**src/rtl/mmm_pkg.sv**
```systemverilog
// Shared core parameters plus the fetch metadata record carried by the PC generator queue.
package mmm_pkg;
  localparam int XLEN = 32;
  localparam int HLEN = 8;
  localparam logic [XLEN-1:0] BOOT_PC = 32'h0000_0200;

  typedef struct packed {
    logic [XLEN-1:0] pc;
    logic [HLEN-1:0] index;
    logic            taken;
    logic [XLEN-1:0] target;
  } fetch_meta_t;

  localparam logic [1:0] ST_BOOT    = 2'd0;
  localparam logic [1:0] ST_RUN     = 2'd1;
  localparam logic [1:0] ST_BLOCKED = 2'd2;

  // Instruction PCs are word aligned; the low two bits are always cleared.
  function automatic logic [XLEN-1:0] align4(input logic [XLEN-1:0] a);
    return {a[XLEN-1:2], 2'b00};
  endfunction
endpackage

```
**src/rtl/pc_gen_if.sv**
```systemverilog
// Fetch-side bus of pc_gen: resolution, BPU, icache request and metadata queue head.
interface pc_gen_if;
  import mmm_pkg::*;
  logic            flush_i;
  logic            res_valid_i;
  logic            res_mispredict_i;
  logic            res_taken_i;
  logic [XLEN-1:0] res_pc_i;
  logic [XLEN-1:0] res_target_i;
  logic            pred_taken_i;
  logic [XLEN-1:0] pred_target_i;
  logic [HLEN-1:0] pred_index_i;
  logic [XLEN-1:0] pc_o;
  logic            fetch_valid_o;
  logic            fetch_ready_i;
  logic            meta_valid_o;
  logic            meta_ready_i;
  logic [XLEN-1:0] meta_pc_o;
  logic [HLEN-1:0] meta_index_o;
  logic            meta_taken_o;
  logic [XLEN-1:0] meta_target_o;

  modport master (
    input  flush_i, res_valid_i, res_mispredict_i, res_taken_i, res_pc_i, res_target_i,
           pred_taken_i, pred_target_i, pred_index_i, fetch_ready_i, meta_ready_i,
    output pc_o, fetch_valid_o, meta_valid_o, meta_pc_o, meta_index_o, meta_taken_o,
           meta_target_o
  );
  modport slave (
    output flush_i, res_valid_i, res_mispredict_i, res_taken_i, res_pc_i, res_target_i,
           pred_taken_i, pred_target_i, pred_index_i, fetch_ready_i, meta_ready_i,
    input  pc_o, fetch_valid_o, meta_valid_o, meta_pc_o, meta_index_o, meta_taken_o,
           meta_target_o
  );
endinterface

```
**src/rtl/pc_gen_fifo.sv**
```systemverilog
// In-flight fetch metadata queue; head is presented combinationally, zero when empty.
module pc_gen_fifo
  import mmm_pkg::*;
#(
  parameter int QDEPTH = 2
) (
  input  logic        clk_i,
  input  logic        rst_n_i,
  input  logic        push,
  input  logic        pop,
  input  logic        flush,
  input  fetch_meta_t din,
  output fetch_meta_t head,
  output logic        full,
  output logic        empty
);
  localparam int AW = (QDEPTH > 1) ? $clog2(QDEPTH) : 1;

  fetch_meta_t       mem [QDEPTH];
  logic [AW-1:0]     wr_ptr, rd_ptr;
  logic [AW:0]       cnt;

  always_ff @(posedge clk_i or negedge rst_n_i) begin
    if (!rst_n_i) begin
      wr_ptr <= '0;
      rd_ptr <= '0;
      cnt    <= '0;
      for (int i = 0; i < QDEPTH; i++) mem[i] <= '0;
    end else if (flush) begin
      wr_ptr <= '0;
      rd_ptr <= '0;
      cnt    <= '0;
    end else begin
      if (push) begin
        mem[wr_ptr] <= din;
        wr_ptr      <= wr_ptr + AW'(1);
      end
      if (pop) rd_ptr <= rd_ptr + AW'(1);
      cnt <= cnt + {{AW{1'b0}}, push} - {{AW{1'b0}}, pop};
    end
  end

  assign full  = (cnt == (AW+1)'(QDEPTH));
  assign empty = (cnt == '0);
  assign head  = empty ? '0 : mem[rd_ptr];
endmodule

```
**src/rtl/pc_gen.sv**
```systemverilog
// Fetch PC generator with BPU-following and mispredict redirect.
// Define PC_GEN_PRED_EN to follow BPU predictions; otherwise fetch is strictly sequential.
module pc_gen
  import mmm_pkg::*;
#(
  parameter int QDEPTH = 2
) (
  input  logic     clk_i,
  input  logic     rst_n_i,
  pc_gen_if.master bus
);
  logic [1:0]      state, state_nxt;
  logic [XLEN-1:0] pc, pc_nxt;
  logic            fetch_valid, accept, redirect, clear, push, pop, full, empty;
  logic            taken_eff;
  fetch_meta_t     din, head;

  // Full queue in RUN must not request; the FSM parks in BLOCKED next cycle.
  assign fetch_valid = (state == ST_RUN) && !full;
  assign accept      = fetch_valid && bus.fetch_ready_i;
  assign redirect    = bus.res_valid_i && bus.res_mispredict_i;
  assign clear       = redirect || bus.flush_i;
  assign push        = accept && !clear;
  assign pop         = !empty && bus.meta_ready_i;

`ifdef PC_GEN_PRED_EN
  assign taken_eff = bus.pred_taken_i;
  assign din       = '{pc: pc, index: bus.pred_index_i, taken: bus.pred_taken_i,
                       target: bus.pred_target_i};
`else
  assign taken_eff = 1'b0;
  assign din       = '{pc: pc, index: '0, taken: 1'b0, target: '0};
`endif

  always_comb begin
    pc_nxt = pc;
    if (redirect)
      pc_nxt = align4(bus.res_taken_i ? bus.res_target_i : bus.res_pc_i + XLEN'(4));
    else if (accept)
      pc_nxt = align4(taken_eff ? bus.pred_target_i : pc + XLEN'(4));
  end

  // A flush or redirect empties the queue, so BLOCKED must release on it too.
  always_comb begin
    state_nxt = state;
    case (state)
      ST_BOOT:    state_nxt = ST_RUN;
      ST_RUN:     if (full && !pop && !clear) state_nxt = ST_BLOCKED;
      ST_BLOCKED: if (pop || clear) state_nxt = ST_RUN;
      default:    state_nxt = ST_BOOT;
    endcase
  end

  always_ff @(posedge clk_i or negedge rst_n_i) begin
    if (!rst_n_i) begin
      state <= ST_BOOT;
      pc    <= BOOT_PC;
    end else begin
      state <= state_nxt;
      pc    <= pc_nxt;
    end
  end

  pc_gen_fifo #(.QDEPTH(QDEPTH)) u_fifo (
    .clk_i   (clk_i),
    .rst_n_i (rst_n_i),
    .push    (push),
    .pop     (pop),
    .flush   (clear),
    .din     (din),
    .head    (head),
    .full    (full),
    .empty   (empty)
  );

  assign bus.pc_o          = pc;
  assign bus.fetch_valid_o = fetch_valid;
  assign bus.meta_valid_o  = !empty;
  assign bus.meta_pc_o     = head.pc;
  assign bus.meta_index_o  = head.index;
  assign bus.meta_taken_o  = head.taken;
  assign bus.meta_target_o = head.target;
endmodule

```
**src/flat_wrapper.sv**
```systemverilog
// flat-port wrapper written by rule: the top's interface ports become plain ports
module pc_gen_flat import mmm_pkg::*;
#(
  parameter int QDEPTH = 2
)
  (clk_i, rst_n_i, bus_flush_i, bus_res_valid_i, bus_res_mispredict_i, bus_res_taken_i, bus_res_pc_i, bus_res_target_i, bus_pred_taken_i, bus_pred_target_i, bus_pred_index_i, bus_fetch_ready_i, bus_meta_ready_i, bus_pc_o, bus_fetch_valid_o, bus_meta_valid_o, bus_meta_pc_o, bus_meta_index_o, bus_meta_taken_o, bus_meta_target_o);
  pc_gen_if bus_i ();
  input  logic clk_i;
  input  logic rst_n_i;
  input wire logic [$bits(bus_i.flush_i)-1:0] bus_flush_i;
  input wire logic [$bits(bus_i.res_valid_i)-1:0] bus_res_valid_i;
  input wire logic [$bits(bus_i.res_mispredict_i)-1:0] bus_res_mispredict_i;
  input wire logic [$bits(bus_i.res_taken_i)-1:0] bus_res_taken_i;
  input wire logic [$bits(bus_i.res_pc_i)-1:0] bus_res_pc_i;
  input wire logic [$bits(bus_i.res_target_i)-1:0] bus_res_target_i;
  input wire logic [$bits(bus_i.pred_taken_i)-1:0] bus_pred_taken_i;
  input wire logic [$bits(bus_i.pred_target_i)-1:0] bus_pred_target_i;
  input wire logic [$bits(bus_i.pred_index_i)-1:0] bus_pred_index_i;
  input wire logic [$bits(bus_i.fetch_ready_i)-1:0] bus_fetch_ready_i;
  input wire logic [$bits(bus_i.meta_ready_i)-1:0] bus_meta_ready_i;
  output wire logic [$bits(bus_i.pc_o)-1:0] bus_pc_o;
  output wire logic [$bits(bus_i.fetch_valid_o)-1:0] bus_fetch_valid_o;
  output wire logic [$bits(bus_i.meta_valid_o)-1:0] bus_meta_valid_o;
  output wire logic [$bits(bus_i.meta_pc_o)-1:0] bus_meta_pc_o;
  output wire logic [$bits(bus_i.meta_index_o)-1:0] bus_meta_index_o;
  output wire logic [$bits(bus_i.meta_taken_o)-1:0] bus_meta_taken_o;
  output wire logic [$bits(bus_i.meta_target_o)-1:0] bus_meta_target_o;
  assign bus_i.flush_i = bus_flush_i;
  assign bus_i.res_valid_i = bus_res_valid_i;
  assign bus_i.res_mispredict_i = bus_res_mispredict_i;
  assign bus_i.res_taken_i = bus_res_taken_i;
  assign bus_i.res_pc_i = bus_res_pc_i;
  assign bus_i.res_target_i = bus_res_target_i;
  assign bus_i.pred_taken_i = bus_pred_taken_i;
  assign bus_i.pred_target_i = bus_pred_target_i;
  assign bus_i.pred_index_i = bus_pred_index_i;
  assign bus_i.fetch_ready_i = bus_fetch_ready_i;
  assign bus_i.meta_ready_i = bus_meta_ready_i;
  assign bus_pc_o = bus_i.pc_o;
  assign bus_fetch_valid_o = bus_i.fetch_valid_o;
  assign bus_meta_valid_o = bus_i.meta_valid_o;
  assign bus_meta_pc_o = bus_i.meta_pc_o;
  assign bus_meta_index_o = bus_i.meta_index_o;
  assign bus_meta_taken_o = bus_i.meta_taken_o;
  assign bus_meta_target_o = bus_i.meta_target_o;
  pc_gen #(.QDEPTH(QDEPTH)) u_core (.clk_i(clk_i), .rst_n_i(rst_n_i), .bus(bus_i));
endmodule
```
**config.mk**
```make
export PLATFORM = sky130hd
export DESIGN_NAME = pc_gen_flat
export DESIGN_NICKNAME = d
export VERILOG_FILES = /design/src/rtl/mmm_pkg.sv /design/src/rtl/pc_gen_if.sv /design/src/rtl/pc_gen_fifo.sv /design/src/rtl/pc_gen.sv /design/src/flat_wrapper.sv
export SDC_FILE = /design/constraint.sdc
export NUM_CORES = 1
export LEC_CHECK = 0
export ABC_AREA = 1
export CAP_MARGIN = 0
export CORE_MARGIN = 2
export CORE_UTILIZATION = 51
export DETAILED_ROUTE_END_ITERATION = 8
export PLACE_DENSITY = 0.87
export SYNTH_ARGS = -nofsm -noshare
export SYNTH_HDL_FRONTEND = slang
export SYNTH_SLANG_ARGS = --single-unit
```
**constraint.sdc**
```tcl
create_clock -name clk_i -period 4.35 [get_ports clk_i]
set_clock_uncertainty 0.05 [all_clocks]
set_input_delay 0.6525 -clock clk_i [delete_from_list [all_inputs] [get_ports clk_i]]
set_output_delay 0.6525 -clock clk_i [all_outputs]
set_load 0.01 [all_outputs]
```
==> reports/results.tsv <==
stage	metric	value	unit
outcome	status	finished clean	
route	drt_iter0_drc	701	
synth	yosys_register_bits	96	
worst_setup_path	timing_worst_setup_path_type	flip-flop to output port	
synth	synth_area	6800	sq um
placement	place.detailed.hpwl	14400	um
worst_setup_path	critical_path.top_delay_family	buffers and inverters	
sta	whs	0.375	ns
global_routing	grt_max_degree	70	
worst_setup_path	path_max_fanout	23	
global_routing	antenna_found_initial	0	
placement	place.gp.congestion	0.918	
sta	tightest_slew	0.855	ns
worst_setup_path	slowest_stage	clkdlybuf4s50_1	
worst_setup_path	crit_buf_inv	3	
job	cap_violations	0	
power	switching_power	1.53	mW
clocking	postCtsSetupBuffers	0	
floorplanning	die_area	14300	sq um
synth	ys_seq_area_share	35.4	%
power	p_int	2.33	mW
floorplanning	die_w	119	um
route	ant_nets	0	
clocking	cts_buffer_depth	2	
worst_setup_path	arrival	2.18	ns
sta	rsz0062_at_grt	false	
floorplanning	initial_core_util	51.7	%
sta	slew_violations	0	
synth	synthTopCellsByArea	dfrtp_1, nand2_1, nor2_1	
final_layout	antenna_cells	0	
route	wire_per_inst	14.4	um
sta	period_needed	2.88	ns
sta	finalHoldViolations	0	
worst_setup_path	cp-end-kind	output port	
synth	synthCells	1054	
floorplanning	die_h	119	um
clocking	cts_tree	built	
clocking	ctsHtreeMaxLevel	3	
clocking	cts_resized	0	
power	combPwrFrac	39.8	%
synth	synth_cell_types	36	
power	power.leakage	3.85	nW
synth	synth.top_cell.area_share	35.0	%
worst_setup_path	cp.required	3.65	ns
floorplanning	rows	42	
route	avgViaCountPerCell	5.22	
global_routing	grt_pass1_vias	6435	
placement	port_buffers	129	
sta	fmax	347	MHz
route	first_pass_iters	7	
synth	synth_top_cell_by_area	dfrtp_1	
power	p_seq_share	40.8	%
route	drt-total-wl	19400	um
clocking	clock_latency	0.35	ns
clocking	cts_hold_buf	0	
power	pwr-share-clk	19.4	%
clocking	cts_sinks	96	
sta	maxSlewHeadroom	43.0	%
synth	ys_warn_count	0	
power	total_power	3.86	mW
clocking	cts_inserted_buffers	9	
sta	setup_tns	0	ns
global_routing	overflow	0	
global_routing	grt_pass1_wl	31500	um
floorplanning	io-pin-count	220	
sta	timing.final.crit_share	66.2	%
clocking	cts_root_buffer	clkbuf_16	
route	vias	7021	
route	route.detailed.drc	0	
sta	finalSetupViolations	0	
global_routing	track_usage	27.7	%
power	p_sw_share	39.7	%
final_layout	drive_above_1_share	6.16	%
worst_hold_path	min_path_type	input pin to async pin	
power	power_density	466	nW/um^2
worst_setup_path	cp_cell_sequence	inv_1 > buf_4 > nand2_1 > a21oi_1 > clkdlybuf4s50_1	
synth	syn_avg_cell_area	6.45	sq um
clocking	clkTransAtPathRegs	0.06	ns
floorplanning	core_area	13100	sq um
worst_setup_path	cpPeakStageDelay	0.59	ns
power	vdd_drop_max	0.229	mV
final_layout	nNetsFinal	1281	
worst_setup_path	worst_setup_path_start_kind	flip-flop	
final_layout	area_growth	22.0	%
==> routing by layer <==
metal	vias up	GRT usage [%]	part of all wire (%)
met4	0	13.6	4.1
met3	52	3.16	7.4
li1	3456	-	-
met2	356	43.9	46
met5	-	0	0
met1	3157	37.9	42
==> path summary, 6_finish.rpt <==
kind                            cells past startpoint                    from  slack (ns)                endpoint
worst max-delay path                                5    u_core.u_fifo.rd_ptr        1.47       bus_meta_pc_o[13]
worst min-delay path                                1                 rst_n_i        0.37   u_core.u_fifo.mem[51]
worst max register to register                     10    u_core.u_fifo.cnt[1]        2.10    u_core.u_fifo.cnt[1]
worst min register to register                      2  u_core.u_fifo.mem[141]        0.43  u_core.u_fifo.mem[141]
max in group asynchronous                           2                 rst_n_i        3.00   u_core.u_fifo.mem[55]
min in group clk_i                                  2  u_core.u_fifo.mem[141]        0.43  u_core.u_fifo.mem[141]
==> power groups by stage <==
stage / Combinational (mW) / Sequential, mW / Clock (mW)
global placement: 1.46 / 1.56 / 0
detailed placement: 1.50 / 1.58 / 0
CTS: 1.53 / 1.57 / 0.756
floorplan: 0.924 / 1.54 / 0
global route: 1.71 / 1.62 / 0.790
finish: 1.53 / 1.58 / 0.751
==> cells in the final DEF (no fill, tap or decap), types with 30 or more instances in the layout <==
cell type,netlist,layout
a21oi_1,41,41
clkdlybuf4s50_1,0,128
conb_1,1,45
dfrtp_1,95,95
inv_1,73,73
nand2_1,389,389
nand3_1,64,64
nor2_1,162,161
o21ai_0,61,61
o21ai_2,30,30
==> per-stage QoR <==
step / util [%] / area (sq um) / cells / setup WS, ns
2_1_floorplan: - / 6960 / 1098 / 2.42
3_3_place_gp: 60.9 / 8010 / 1329 / 1.57
3_5_place_dp: 60.9 / 8010 / 1329 / 1.54
4_1_cts: 63.1 / 8290 / 1345 / 1.50
5_1_grt: 63.1 / 8290 / 1345 / 1.38
6_report: 63.1 / 8290 / 1345 / 1.47
==> layout make-up <==
class / instances / area [sq um]
multi-input cells: 841 / 3730
clock buffers: 11 / 253
fillers: 1175 / 4850
inverters: 78 / 293
clock inverters: 5 / 31.3
flip-flops and latches: 96 / 2400
repair buffers: 138 / 1360
well taps: 176 / 220
==> state kept, by name (all words and copies together) (netlist names) <==
register	cells
u_core.u_fifo.mem	60
u_core.u_fifo.rd_ptr	1
u_core.bus.pc_o	30
u_core.state	2
u_core.u_fifo.wr_ptr	1
u_core.u_fifo.cnt	2
==> kinds of logic (layout without fill, tap and decap cells) <==
family | Yosys count | after routing | share of synthesized area [%]
fa+ha+maj | 4 | 4 | 0.737
compound gates | 148 | 148 | 13.1
buf+inv | 161 | 232 | 12.2
simple gates | 629 | 629 | 36.6
flops | 96 | 96 | 35.4
other cells | 1 | 45 | 0.0552
xor+xnor | 15 | 15 | 1.93
==> synthesized netlist by cell type, drive strengths merged <==
| cell | count |
|---|---|
| a21boi | 1 |
| a21oi | 42 |
| a22oi | 1 |
| a31oi | 7 |
| and2 | 1 |
| buf | 55 |
| clkbuf | 28 |
| clkinv | 1 |
| conb | 1 |
| dfrtp | 95 |
| dfstp | 1 |
| ha | 4 |
| inv | 77 |
| nand2 | 393 |
| nand3 | 64 |
| nand4 | 4 |
| nor2 | 165 |
| o211a | 1 |
| o211ai | 2 |
| o21ai | 91 |
| o21bai | 1 |
| o22ai | 2 |
| or2 | 2 |
| xnor2 | 6 |
| xor2 | 9 |
(Power assumes the default switching activity.)
